==> config.mk <==
export PLATFORM = sky130hd
export DESIGN_NAME = dir_cmd_conditioner_flat
export DESIGN_NICKNAME = d
export VERILOG_FILES = /design/src/rtl/dir_cmd_conditioner_pkg.sv /design/src/rtl/dir_cmd_conditioner_if.sv /design/src/rtl/dir_cmd_conditioner_chan_filter.sv /design/src/rtl/dir_cmd_conditioner.sv /design/src/flat_wrapper.sv
export SDC_FILE = /design/constraint.sdc
export NUM_CORES = 1
export LEC_CHECK = 0
export ABC_AREA = 1
export CORE_MARGIN = 10
export CORE_UTILIZATION = 40
export DETAILED_ROUTE_END_ITERATION = 10
export GPL_ROUTABILITY_DRIVEN = 0
export MAX_ROUTING_LAYER = met4
export PLACE_DENSITY = 0.61
export REMOVE_ABC_BUFFERS = 1
export SLEW_MARGIN = 10
export SYNTH_ARGS = -nofsm -noshare
export SYNTH_HDL_FRONTEND = slang
export SYNTH_HIERARCHICAL = 1
export SYNTH_SLANG_ARGS = --single-unit
export TNS_END_PERCENT = 30
==> constraint.sdc <==
create_clock -name clk -period 1.5 [get_ports clk]
set_clock_uncertainty 0.2 [all_clocks]
set_input_delay 0.3 -clock clk [delete_from_list [all_inputs] [get_ports clk]]
set_output_delay 0.3 -clock clk [all_outputs]
set_load 0.02 [all_outputs]
==> src/rtl/dir_cmd_conditioner_pkg.sv <==
// Purpose : shared direction codes, FSM state encodings and small helpers for
//           the direction command conditioner.
// Contents: DIR_* codes, ST_* FSM states, dir_norm(), max_i().
package tfe_pkg;

  localparam logic [2:0] DIR_UP    = 3'd0;
  localparam logic [2:0] DIR_RIGHT = 3'd1;
  localparam logic [2:0] DIR_DOWN  = 3'd2;
  localparam logic [2:0] DIR_LEFT  = 3'd3;
  localparam logic [2:0] DIR_NONE  = 3'd4;

  localparam logic [0:0] ST_IDLE = 1'b0;
  localparam logic [0:0] ST_HOLD = 1'b1;

  // Codes 5..7 carry no direction and are folded onto DIR_NONE.
  function automatic logic [2:0] dir_norm(input logic [2:0] d);
    return (d > DIR_NONE) ? DIR_NONE : d;
  endfunction

  function automatic int max_i(input int a, input int b);
    return (a > b) ? a : b;
  endfunction

endpackage

==> src/rtl/dir_cmd_conditioner_if.sv <==
// Purpose : valid/ready move-command channel.
// Signals : cmd_valid (master->slave), cmd_dir[2:0] (master->slave),
//           cmd_ready (slave->master).
interface dir_cmd_if;
  logic       cmd_valid;
  logic       cmd_ready;
  logic [2:0] cmd_dir;

  modport master (output cmd_valid, output cmd_dir, input cmd_ready);
  modport slave  (input cmd_valid, input cmd_dir, output cmd_ready);
endinterface

==> src/rtl/dir_cmd_conditioner_chan_filter.sv <==
// Purpose : one direction source: 2-FF synchroniser followed by a stable-count
//           debounce. A code is accepted once it has held for STABLE_CYC
//           compare cycles after becoming the candidate.
// Ports   : clk, rst (async active-low), i_dir[2:0] (asynchronous source code),
//           o_stable[2:0] (debounced code, DIR_NONE after reset).
module dir_chan_filter
  import tfe_pkg::*;
#(
  parameter int CNT_W      = 20,
  parameter int STABLE_CYC = 500000
) (
  input  logic       clk,
  input  logic       rst,
  input  logic [2:0] i_dir,
  output logic [2:0] o_stable
);

  localparam logic [CNT_W-1:0] CNT_TC = CNT_W'(STABLE_CYC - 1);

  logic [2:0]       r_sync1;
  logic [2:0]       r_sync2;
  logic [2:0]       r_cand;
  logic [2:0]       r_stable;
  logic [CNT_W-1:0] r_cnt;
  logic [2:0]       w_s;

  assign w_s      = dir_norm(r_sync2);
  assign o_stable = r_stable;

  // Synchroniser resets to DIR_NONE so a release never looks like an "up" press.
  always_ff @(posedge clk or negedge rst) begin
    if (!rst) begin
      r_sync1  <= DIR_NONE;
      r_sync2  <= DIR_NONE;
      r_cand   <= DIR_NONE;
      r_stable <= DIR_NONE;
      r_cnt    <= '0;
    end else begin
      r_sync1 <= i_dir;
      r_sync2 <= r_sync1;
      if (w_s != r_cand) begin
        r_cand <= w_s;
        r_cnt  <= '0;
      end else if (r_cnt == CNT_TC) begin
        r_stable <= r_cand;
      end else begin
        r_cnt <= r_cnt + CNT_W'(1);
      end
    end
  end

endmodule

==> src/rtl/dir_cmd_conditioner.sv <==
// Purpose : conditions N_SRC direction sources into one move-command stream:
//           per-source debounce, fixed-priority merge (index 0 wins), one
//           command per press, optional auto-repeat, valid/ready output.
// Ports   : clk, rst (async active-low)
//           src_dir[3*N_SRC-1:0]  source i code at [3i+2:3i], asynchronous
//           src_en[N_SRC-1:0]     source participates in the merge
//           cmd (dir_cmd_if.master) cmd_valid / cmd_dir out, cmd_ready in
//           dir_level[2:0]        registered merged level (DIR_NONE = none)
//           cmd_drop              one-cycle pulse when a command event is lost
//
// FSM:
//   state   | meaning
//   IDLE    | no direction held; next non-none level issues a command
//   HOLD    | direction held; a new direction or repeat timeout issues
module dir_cmd_conditioner
  import tfe_pkg::*;
#(
  parameter int N_SRC      = 2,
  parameter int CNT_W      = 20,
  parameter int STABLE_CYC = 500000,
  parameter int REPEAT_EN  = 0,
  parameter int REPEAT_DLY = 50000000,
  parameter int REPEAT_PER = 20000000
) (
  input  logic               clk,
  input  logic               rst,
  input  logic [3*N_SRC-1:0] src_dir,
  input  logic [N_SRC-1:0]   src_en,
  dir_cmd_if.master          cmd,
  output logic [2:0]         dir_level,
  output logic               cmd_drop
);

  // Repeat timer is widened when needed so long repeat delays always fit.
  localparam int REP_W = max_i(CNT_W, max_i($clog2(REPEAT_DLY), $clog2(REPEAT_PER)) + 1);
  localparam logic [REP_W-1:0] DLY_TC = REP_W'(REPEAT_DLY - 1);
  localparam logic [REP_W-1:0] PER_TC = REP_W'(REPEAT_PER - 1);

  logic [2:0]       w_stable [N_SRC];
  logic [2:0]       w_merge;
  logic             w_issue;
  logic             w_rep_hit;

  logic [0:0]       r_state;
  logic [2:0]       r_level;
  logic [2:0]       r_held;
  logic [REP_W-1:0] r_rep_cnt;
  logic             r_first;
  logic             r_valid;
  logic [2:0]       r_dir;
  logic             r_drop;

  genvar g;
  generate
    for (g = 0; g < N_SRC; g++) begin : g_chan
      dir_chan_filter #(
        .CNT_W      (CNT_W),
        .STABLE_CYC (STABLE_CYC)
      ) u_chan (
        .clk      (clk),
        .rst      (rst),
        .i_dir    (src_dir[3*g +: 3]),
        .o_stable (w_stable[g])
      );
    end
  endgenerate

  // Walk from lowest priority upward so the lowest enabled index wins.
  always_comb begin
    w_merge = DIR_NONE;
    for (int i = N_SRC - 1; i >= 0; i--) begin
      if (src_en[i] && (w_stable[i] != DIR_NONE)) w_merge = w_stable[i];
    end
  end

  assign w_rep_hit = (REPEAT_EN != 0) && (r_rep_cnt == (r_first ? DLY_TC : PER_TC));

  always_comb begin
    w_issue = 1'b0;
    if (r_level != DIR_NONE) begin
      if (r_state == ST_IDLE)      w_issue = 1'b1;
      else if (r_level != r_held)  w_issue = 1'b1;
      else if (w_rep_hit)          w_issue = 1'b1;
    end
  end

  always_ff @(posedge clk or negedge rst) begin
    if (!rst) begin
      r_state   <= ST_IDLE;
      r_level   <= DIR_NONE;
      r_held    <= DIR_NONE;
      r_rep_cnt <= '0;
      r_first   <= 1'b1;
      r_valid   <= 1'b0;
      r_dir     <= DIR_UP;
      r_drop    <= 1'b0;
    end else begin
      r_level <= w_merge;
      r_drop  <= 1'b0;

      // An accept frees the slot; an issue in the same cycle reloads it.
      if (r_valid && cmd.cmd_ready) r_valid <= 1'b0;
      if (w_issue) begin
        if (!r_valid || cmd.cmd_ready) begin
          r_valid <= 1'b1;
          r_dir   <= r_level;
        end else begin
          r_drop <= 1'b1;
        end
      end

      case (r_state)
        ST_IDLE: begin
          if (r_level != DIR_NONE) begin
            r_state   <= ST_HOLD;
            r_held    <= r_level;
            r_rep_cnt <= '0;
            r_first   <= 1'b1;
          end
        end
        default: begin
          if (r_level == DIR_NONE) begin
            r_state <= ST_IDLE;
          end else if (r_level != r_held) begin
            r_held    <= r_level;
            r_rep_cnt <= '0;
            r_first   <= 1'b1;
          end else if (REPEAT_EN != 0) begin
            if (w_rep_hit) begin
              r_rep_cnt <= '0;
              r_first   <= 1'b0;
            end else begin
              r_rep_cnt <= r_rep_cnt + REP_W'(1);
            end
          end
        end
      endcase
    end
  end

  assign cmd.cmd_valid = r_valid;
  assign cmd.cmd_dir   = r_dir;
  assign dir_level     = r_level;
  assign cmd_drop      = r_drop;

endmodule

==> src/flat_wrapper.sv <==
// flat-port wrapper written by rule: the top's interface ports become plain ports
module dir_cmd_conditioner_flat import tfe_pkg::*;
#(
  parameter int N_SRC      = 2,
  parameter int CNT_W      = 20,
  parameter int STABLE_CYC = 500000,
  parameter int REPEAT_EN  = 0,
  parameter int REPEAT_DLY = 50000000,
  parameter int REPEAT_PER = 20000000
)
  (clk, rst, src_dir, src_en, dir_level, cmd_drop, cmd_cmd_valid, cmd_cmd_dir, cmd_cmd_ready);
  dir_cmd_if cmd_i ();
  input  logic clk;
  input  logic rst;
  input  logic [3*N_SRC-1:0] src_dir;
  input  logic [N_SRC-1:0] src_en;
  output logic [2:0] dir_level;
  output logic cmd_drop;
  output wire logic [$bits(cmd_i.cmd_valid)-1:0] cmd_cmd_valid;
  output wire logic [$bits(cmd_i.cmd_dir)-1:0] cmd_cmd_dir;
  input wire logic [$bits(cmd_i.cmd_ready)-1:0] cmd_cmd_ready;
  assign cmd_cmd_valid = cmd_i.cmd_valid;
  assign cmd_cmd_dir = cmd_i.cmd_dir;
  assign cmd_i.cmd_ready = cmd_cmd_ready;
  dir_cmd_conditioner #(.N_SRC(N_SRC), .CNT_W(CNT_W), .STABLE_CYC(STABLE_CYC), .REPEAT_EN(REPEAT_EN), .REPEAT_DLY(REPEAT_DLY), .REPEAT_PER(REPEAT_PER)) u_core (.clk(clk), .rst(rst), .src_dir(src_dir), .src_en(src_en), .cmd(cmd_i), .dir_level(dir_level), .cmd_drop(cmd_drop));
endmodule
## Yosys cells after proc, flatten, opt, wreduce, memory -nomap -nowiden

Cells that the tools add are included.

| cells by class | value |
|---|---|
| eq/ne operators | 13 |
| multiplexer cells | 23 |
| add/subtract/negate cells | 2 |
| bitwise operators | 2 |
| reduce and logical (&&, ||, !) cells | 10 |
| magnitude comparators | 2 |

Operator list:

| operator | count |
|---|---|
| 2-to-1 mux 20 bit | 4 |
| adder 20 x 1 -> 20 bit (second input constant) | 2 |
| equality test 20 x 19 -> 1 bit (second input constant) | 2 |
| 2-to-1 mux 3 bit | 8 |
| 2-to-1 mux 1 bit | 11 |
| != test 3 bit | 3 |
| != test 3 bit (second input constant) | 3 |
| != test 2 bit (second input constant) | 4 |
| greater-than comparator 3 bit (second input constant) | 2 |
| AND reduction 2 bit | 3 |
| equality test 3 bit (second input constant) | 1 |
| logical AND 1 bit | 3 |
| AND reduction 3 bit | 1 |
| inverter 1 bit | 2 |
| nonzero test 2 bit | 1 |
| zero test 1 bit | 1 |
| logical OR 1 bit | 1 |

| word-level totals | value |
|---|---|
| logic and storage cells | 68 |
| register bits after elaboration | 76 |

## Logic depth before layout (Yosys ltp)

| depth | value |
|---|---|
| depth in word-level cells | 5 |
| mapped depth | 9 |
| gate-level depth less buffers | 9 |

## Modules after synthesis

Netlist, hierarchy kept.

Modules (own cells, without submodules):

| module | area each (um2) | times used | cells an instance |
|---|---|---|---|
| dir_chan_filter at u_core.g_chan[1].u_chan | 1711.6 | 1 | 219 |
| dir_chan_filter at u_core.g_chan[0].u_chan | 1702.9 | 1 | 209 |
| dir_cmd_conditioner | 520.5 | 1 | 63 |

## Worst setup path after synthesis

No wires, ideal clock.

| timing | value |
|---|---|
| path kind | reg2reg |
| from | reg u_core.g_chan[1].u_chan.r_cnt[0] |
| to | reg u_core.g_chan[1].u_chan.r_stable[1] |
| clock period less this slack | 1.630 ns |
| stages on the path, launching flop included | 9 |
| path slack | -0.130 ns |
| path buffers | 0 |
| arrival time | 1.314 ns |
| path through | dfrtp_1 -> ha_1 -> nand3_2 -> nor2_2 -> nand3_2 -> nor2_4 -> nand3_2 -> nand2_1 -> nand2_1 |

| between the ends | value |
|---|---|
| word-level cells in the longest chain between the ends | 2 |

RTL lines:

| element | RTL line | text |
|---|---|---|
| start: declaration | dir_cmd_conditioner_chan_filter.sv:24 | `logic [CNT_W-1:0] r_cnt;` |
| start signal: assignment | dir_cmd_conditioner_chan_filter.sv:47 | `r_cnt <= r_cnt + CNT_W'(1);` |
| equality test 20 x 19 -> 1 bit | dir_cmd_conditioner_chan_filter.sv:44 | `end else if (r_cnt == CNT_TC) begin` |
| AND reduction 2 bit (no source line) | -- |  |
| end signal: assignment | dir_cmd_conditioner_chan_filter.sv:45 | `r_stable <= r_cand;` |
| end: declaration | dir_cmd_conditioner_chan_filter.sv:23 | `logic [2:0] r_stable;` |

No other way between the ends.
A chain may end at the register's enable or synchronous reset.

## Worst setup path in the final report

| timing | value |
|---|---|
| from | reg u_core.g_chan[0].u_chan.r_cnt[1] |
| to | reg u_core.g_chan[0].u_chan.r_stable[2] |

| between the ends | value |
|---|---|
| word-level cells in the longest chain between the ends | 2 |

RTL lines:

| element | RTL line |
|---|---|
| start: declaration | dir_cmd_conditioner_chan_filter.sv:24 |
| start signal: assignment | dir_cmd_conditioner_chan_filter.sv:47 |
| equality test 20 x 19 -> 1 bit | dir_cmd_conditioner_chan_filter.sv:44 |
| AND reduction 2 bit (no source line) | -- |
| end signal: assignment | dir_cmd_conditioner_chan_filter.sv:45 |
| end: declaration | dir_cmd_conditioner_chan_filter.sv:23 |

No other way between the ends.

==> impl_metrics.yaml <==
outcome:
  run_status: "finished, violations left"
  failed_checks: "negative setup slack"
clock_tree:
  worst_skew_pair.late_latency_ns: 0.35
  cts_max_level: 3
  clk_root_buffer_cell: "sky130_fd_sc_hd__clkbuf_8"
  cts.reportedPaths.clkPinSlew_ns: 0.08
  clk_path_buf_depth: 2
  clkSinkCount: 76
  cts_tree: "done"
  total_clock_buffers_created_by_cts: 9
sta:
  worst_slew_pin_slew_ns: 0.362
  tns_ns: -2.14
  timing.max_slew.rel_slack: 0.757
  fraction_of_the_cycle_the_final_worst_path_needs: 1.07
  setup_viol: 47
  max_freq_mhz: 621
  setup_ws_ns: -0.110
  timing_hold_violations_final: 0
  hold_slack_ns: 0.153
  final_min_period_ns: 1.61
  grt_setup_unrepaired: "yes"
  timing_max_transition_violations_final: 0
hold_path:
  class_of_the_tightest_hold_or_removal_check: "in -> reg"
  hold_depth: 1
  hold_path_end: "u_core/g_chan[0].u_chan/r_sync1[2]$_DFF_PN1_"
  holdCritStartpoint: "src_dir[2]"
die:
  floorplan.initialDensity: 0.406
  core_area_um2: 9680
  chip_height_um: 119
  floorplan.die_area_um2: 14200
  design.portCount: 19
  die_width_um: 119
  core_rows: 36
critical_path:
  critical_path.reg2reg.endpoint: "u_core/g_chan[0].u_chan/o_stable[2]$_DFFE_PN1P_"
  startpoint_type: "flop"
  arrival_ns: 1.70
  r2r.worst_path.cells: 8
  critical_path_peak_fanout: 6
  required_ns: 1.59
  timing.critical_path.to_type: "flop"
  criticalPathCategory: "reg -> reg"
  timing.reg2reg.setup_slack_ns: -0.11
  rr_startpoint: "u_core/g_chan[0].u_chan/r_cnt[1]$_DFFE_PN0P_"
logic_synthesis:
  synth_top_area_share: 0.420
  avgSynthCellArea_um2: 8.01
  synth.mux.area_fraction: 0
  postSynthRegisterBits: 76
  synthXorXnorAreaFrac: 0.0312
  synthAdderAreaFrac: 0.00636
  dominant_combinational_cell_family_by_area_after_synthesis: "simple AND/OR/NAND/NOR gates"
  synthesis.yosys.warnings: 6
  share_of_the_yosys_chip_area_belonging_to_registers: 0.486
  synth_compound_gate_area_share: 0.0486
  netlist_instances: 491
  synth.lib_cells_used.distinct: 31
  syn_area_um2: 3940
  synth_simple_gate_area_frac: 0.359
  synth_largest_area_cell: "sky130_fd_sc_hd__dfrtp_1"
  synth_top_cells_by_area: "sky130_fd_sc_hd__dfrtp_1 (42%), sky130_fd_sc_hd__nand2_1 (12%), sky130_fd_sc_hd__dfstp_2 (6.7%)"
global_route:
  grt_antenna_before_repair: 0
  globalRoute.totalOverflow: 0
  maximum_number_of_pins_on_one_net_before_global_route_repair: 35
  via_count_of_the_first_global_routing_pass: 3611
  global_route_wire_length_before_repair_um: 16300
  global_route.usage.total: 0.139
power:
  powerDensity_nw_per_um2: 803
  power.share.combinational: 0.109
  p_sw_frac: 0.249
  clockPowerShare: 0.402
  power.leakage_nw: 2.43
  vdd_ir_drop_max_mv: 0.510
  seqPwrFrac: 0.489
  internal_power_mw: 3.32
  p_sw_mw: 1.10
drt:
  number_of_design_rule_violations_left_by_the_first_detailed_router_iteration: 291
  antenna_left: 0
  vias: 3560
  wirelength_um: 9480
  detail_route.vias_per_cell: 4.76
  wirelength_per_cell_um: 12.7
  route.detailed.drc: 0
  drt_first_pass_iters: 4
finish:
  post-route-cell-area_um2: 5500
  finish.net_count: 623
  flow.area_growth_from_synthesis_pct: 39.8
  layout-drive-gt1-share: 0.359
  diodes: 0
place:
  place_hpwl_um: 6820
  placedInstanceArea_um2: 4910
  portBuffers: 18
flow_run:
  drv_cap: 0
[cell families (layout without fill, tap and decap cells)]
logic type / after synthesis / count (layout)
simple gates: 298 / 299
flops: 76 / 76
buf+inv: 67 / 190
compound gates: 34 / 34
xor+xnor: 14 / 14
fa+ha+maj: 2 / 2
[power by group through the flow]
stage               Clock [mW]  Combinational (mW)  Sequential (mW)
detailed placement           0               0.436             2.19
finish                    1.78               0.481             2.16
global route              1.91               0.536             2.17
floorplan                    0               0.168             2.21
CTS                       1.82               0.467             2.16
global placement             0               0.431             2.19
[through the flow]
stage	power [mW]	util	setup slack [ns]	instances
finish	4.42	0.568	-0.110	748
global route	4.61	0.568	-0.208	748
CTS	4.45	0.545	-0.113	740
detailed placement	2.63	0.507	-0.169	719
global placement	2.62	0.507	-0.123	719
floorplan	2.38	-	-0.183	486
[final cells by class]
class / count / area [um^2]
clock buffer: 11 / 141
clock inverter: 5 / 85.1
multi-input combinational: 349 / 2020
inverter: 62 / 233
timing repair buffer: 112 / 936
tap: 133 / 166
fill: 861 / 4180
sequential: 76 / 1920
[placed cells by master (no fill, tap or decap), types with 5 or more instances in the layout]
cell	synthesis	final
sky130_fd_sc_hd__a21oi_1	12	12
sky130_fd_sc_hd__buf_4	0	86
sky130_fd_sc_hd__buf_6	2	5
sky130_fd_sc_hd__clkbuf_8	0	10
sky130_fd_sc_hd__clkdlybuf4s50_1	0	9
sky130_fd_sc_hd__dfrtp_1	66	60
sky130_fd_sc_hd__dfrtp_2	0	6
sky130_fd_sc_hd__dfstp_2	10	10
sky130_fd_sc_hd__inv_1	60	53
sky130_fd_sc_hd__inv_2	2	9
sky130_fd_sc_hd__nand2_1	125	109
sky130_fd_sc_hd__nand2_2	4	17
sky130_fd_sc_hd__nand3_1	29	27
sky130_fd_sc_hd__nand3_2	6	5
sky130_fd_sc_hd__nand4_1	18	18
sky130_fd_sc_hd__nor2_1	70	58
sky130_fd_sc_hd__nor2_2	7	12
sky130_fd_sc_hd__nor2_4	6	14
sky130_fd_sc_hd__nor3_1	20	11
sky130_fd_sc_hd__nor3_2	5	12
sky130_fd_sc_hd__o21ai_0	11	6
sky130_fd_sc_hd__o21ai_1	2	6
sky130_fd_sc_hd__xor2_1	11	11
[synth_stat cells]
cell                       instances
sky130_fd_sc_hd__nand2_1         125
sky130_fd_sc_hd__nor2_1           70
sky130_fd_sc_hd__dfrtp_1          66
sky130_fd_sc_hd__inv_1            60
sky130_fd_sc_hd__nand3_1          29
sky130_fd_sc_hd__nor3_1           20
sky130_fd_sc_hd__nand4_1          18
sky130_fd_sc_hd__a21oi_1          12
sky130_fd_sc_hd__o21ai_0          11
sky130_fd_sc_hd__xor2_1           11
sky130_fd_sc_hd__dfstp_2          10
sky130_fd_sc_hd__nor2_2            7
sky130_fd_sc_hd__nand3_2           6
sky130_fd_sc_hd__nor2_4            6
sky130_fd_sc_hd__nor3_2            5
sky130_fd_sc_hd__a31oi_1           4
sky130_fd_sc_hd__nand2_2           4
sky130_fd_sc_hd__nor4_1            4
sky130_fd_sc_hd__xnor2_1           3
sky130_fd_sc_hd__a21boi_0          2
sky130_fd_sc_hd__buf_6             2
sky130_fd_sc_hd__clkbuf_1          2
sky130_fd_sc_hd__ha_1              2
sky130_fd_sc_hd__inv_2             2
sky130_fd_sc_hd__nand3b_1          2
sky130_fd_sc_hd__o21ai_1           2
sky130_fd_sc_hd__o21ai_2           2
sky130_fd_sc_hd__a21oi_2           1
sky130_fd_sc_hd__buf_2             1
sky130_fd_sc_hd__nand3_4           1
sky130_fd_sc_hd__nor2_8            1
[worst max-delay path, cell delays in order, from the launching register on]
cell	delay [ns]
sky130_fd_sc_hd__dfrtp_1	0.40
sky130_fd_sc_hd__ha_4	0.17
sky130_fd_sc_hd__nand3_4	0.10
sky130_fd_sc_hd__nor2_4	0.10
sky130_fd_sc_hd__nand3_2	0.11
sky130_fd_sc_hd__nor2_4	0.18
sky130_fd_sc_hd__buf_4	0.14
sky130_fd_sc_hd__nand3_1	0.07
sky130_fd_sc_hd__nand2_1	0.07
[state kept, by name, summed over array words and instances, names as in the netlist]
signal	count
u_core/g_chan.u_chan/r_cnt	40
u_core/g_chan.u_chan/o_stable	6
u_core/g_chan.u_chan/r_cand	6
u_core/g_chan.u_chan/r_sync1	6
u_core/g_chan.u_chan/r_sync2	6
u_core/cmd.cmd_dir	3
u_core/dir_level	3
u_core/r_held	3
u_core/cmd.cmd_valid	1
u_core/cmd_drop	1
u_core/r_state	1
[routing by layer]
layer / track usage / vias up / part of all wire
met5: - / - / 0
met4: 0.0405 / 0 / 0.013
met3: 0.0312 / 12 / 0.031
met2: 0.238 / 46 / 0.51
met1: 0.159 / 1687 / 0.45
li1: - / 1815 / -
[what timing repair did]
action | in CTS | in global routing
hold buffers | 1 | 0
setup endpoints to repair | 56 | 57
pin swaps | 19 | 24
gates cloned | 1 | 0
setup buffers | 3 | 8
resized for setup | 74 | 44
hold endpoints to repair | 66 | 0
[how the worst max path moves through the flow]
stage | start | cells after the start | endpoint | slack [ns]
floorplan | u_core/g_chan[0].u_chan/r_cand[2]$_DFFE_PN1P_ | 7 | u_core/g_chan[0].u_chan/r_cnt[0]$_DFFE_PN0P_ | -0.18
global placement | u_core/g_chan[1].u_chan/r_cand[2]$_DFFE_PN1P_ | 7 | u_core/g_chan[1].u_chan/r_cnt[9]$_DFFE_PN0P_ | -0.12
detailed placement | u_core/g_chan[0].u_chan/r_cnt[0]$_DFFE_PN0P_ | 8 | u_core/g_chan[0].u_chan/o_stable[0]$_DFFE_PN0P_ | -0.17
CTS | u_core/g_chan[1].u_chan/r_cnt[1]$_DFFE_PN0P_ | 8 | u_core/g_chan[1].u_chan/o_stable[0]$_DFFE_PN0P_ | -0.11
global route | u_core/g_chan[0].u_chan/r_cnt[1]$_DFFE_PN0P_ | 8 | u_core/g_chan[0].u_chan/o_stable[2]$_DFFE_PN1P_ | -0.21
finish | u_core/g_chan[0].u_chan/r_cnt[1]$_DFFE_PN0P_ | 8 | u_core/g_chan[0].u_chan/o_stable[2]$_DFFE_PN1P_ | -0.11
No activity file was read; power rests on OpenSTA's default activity.
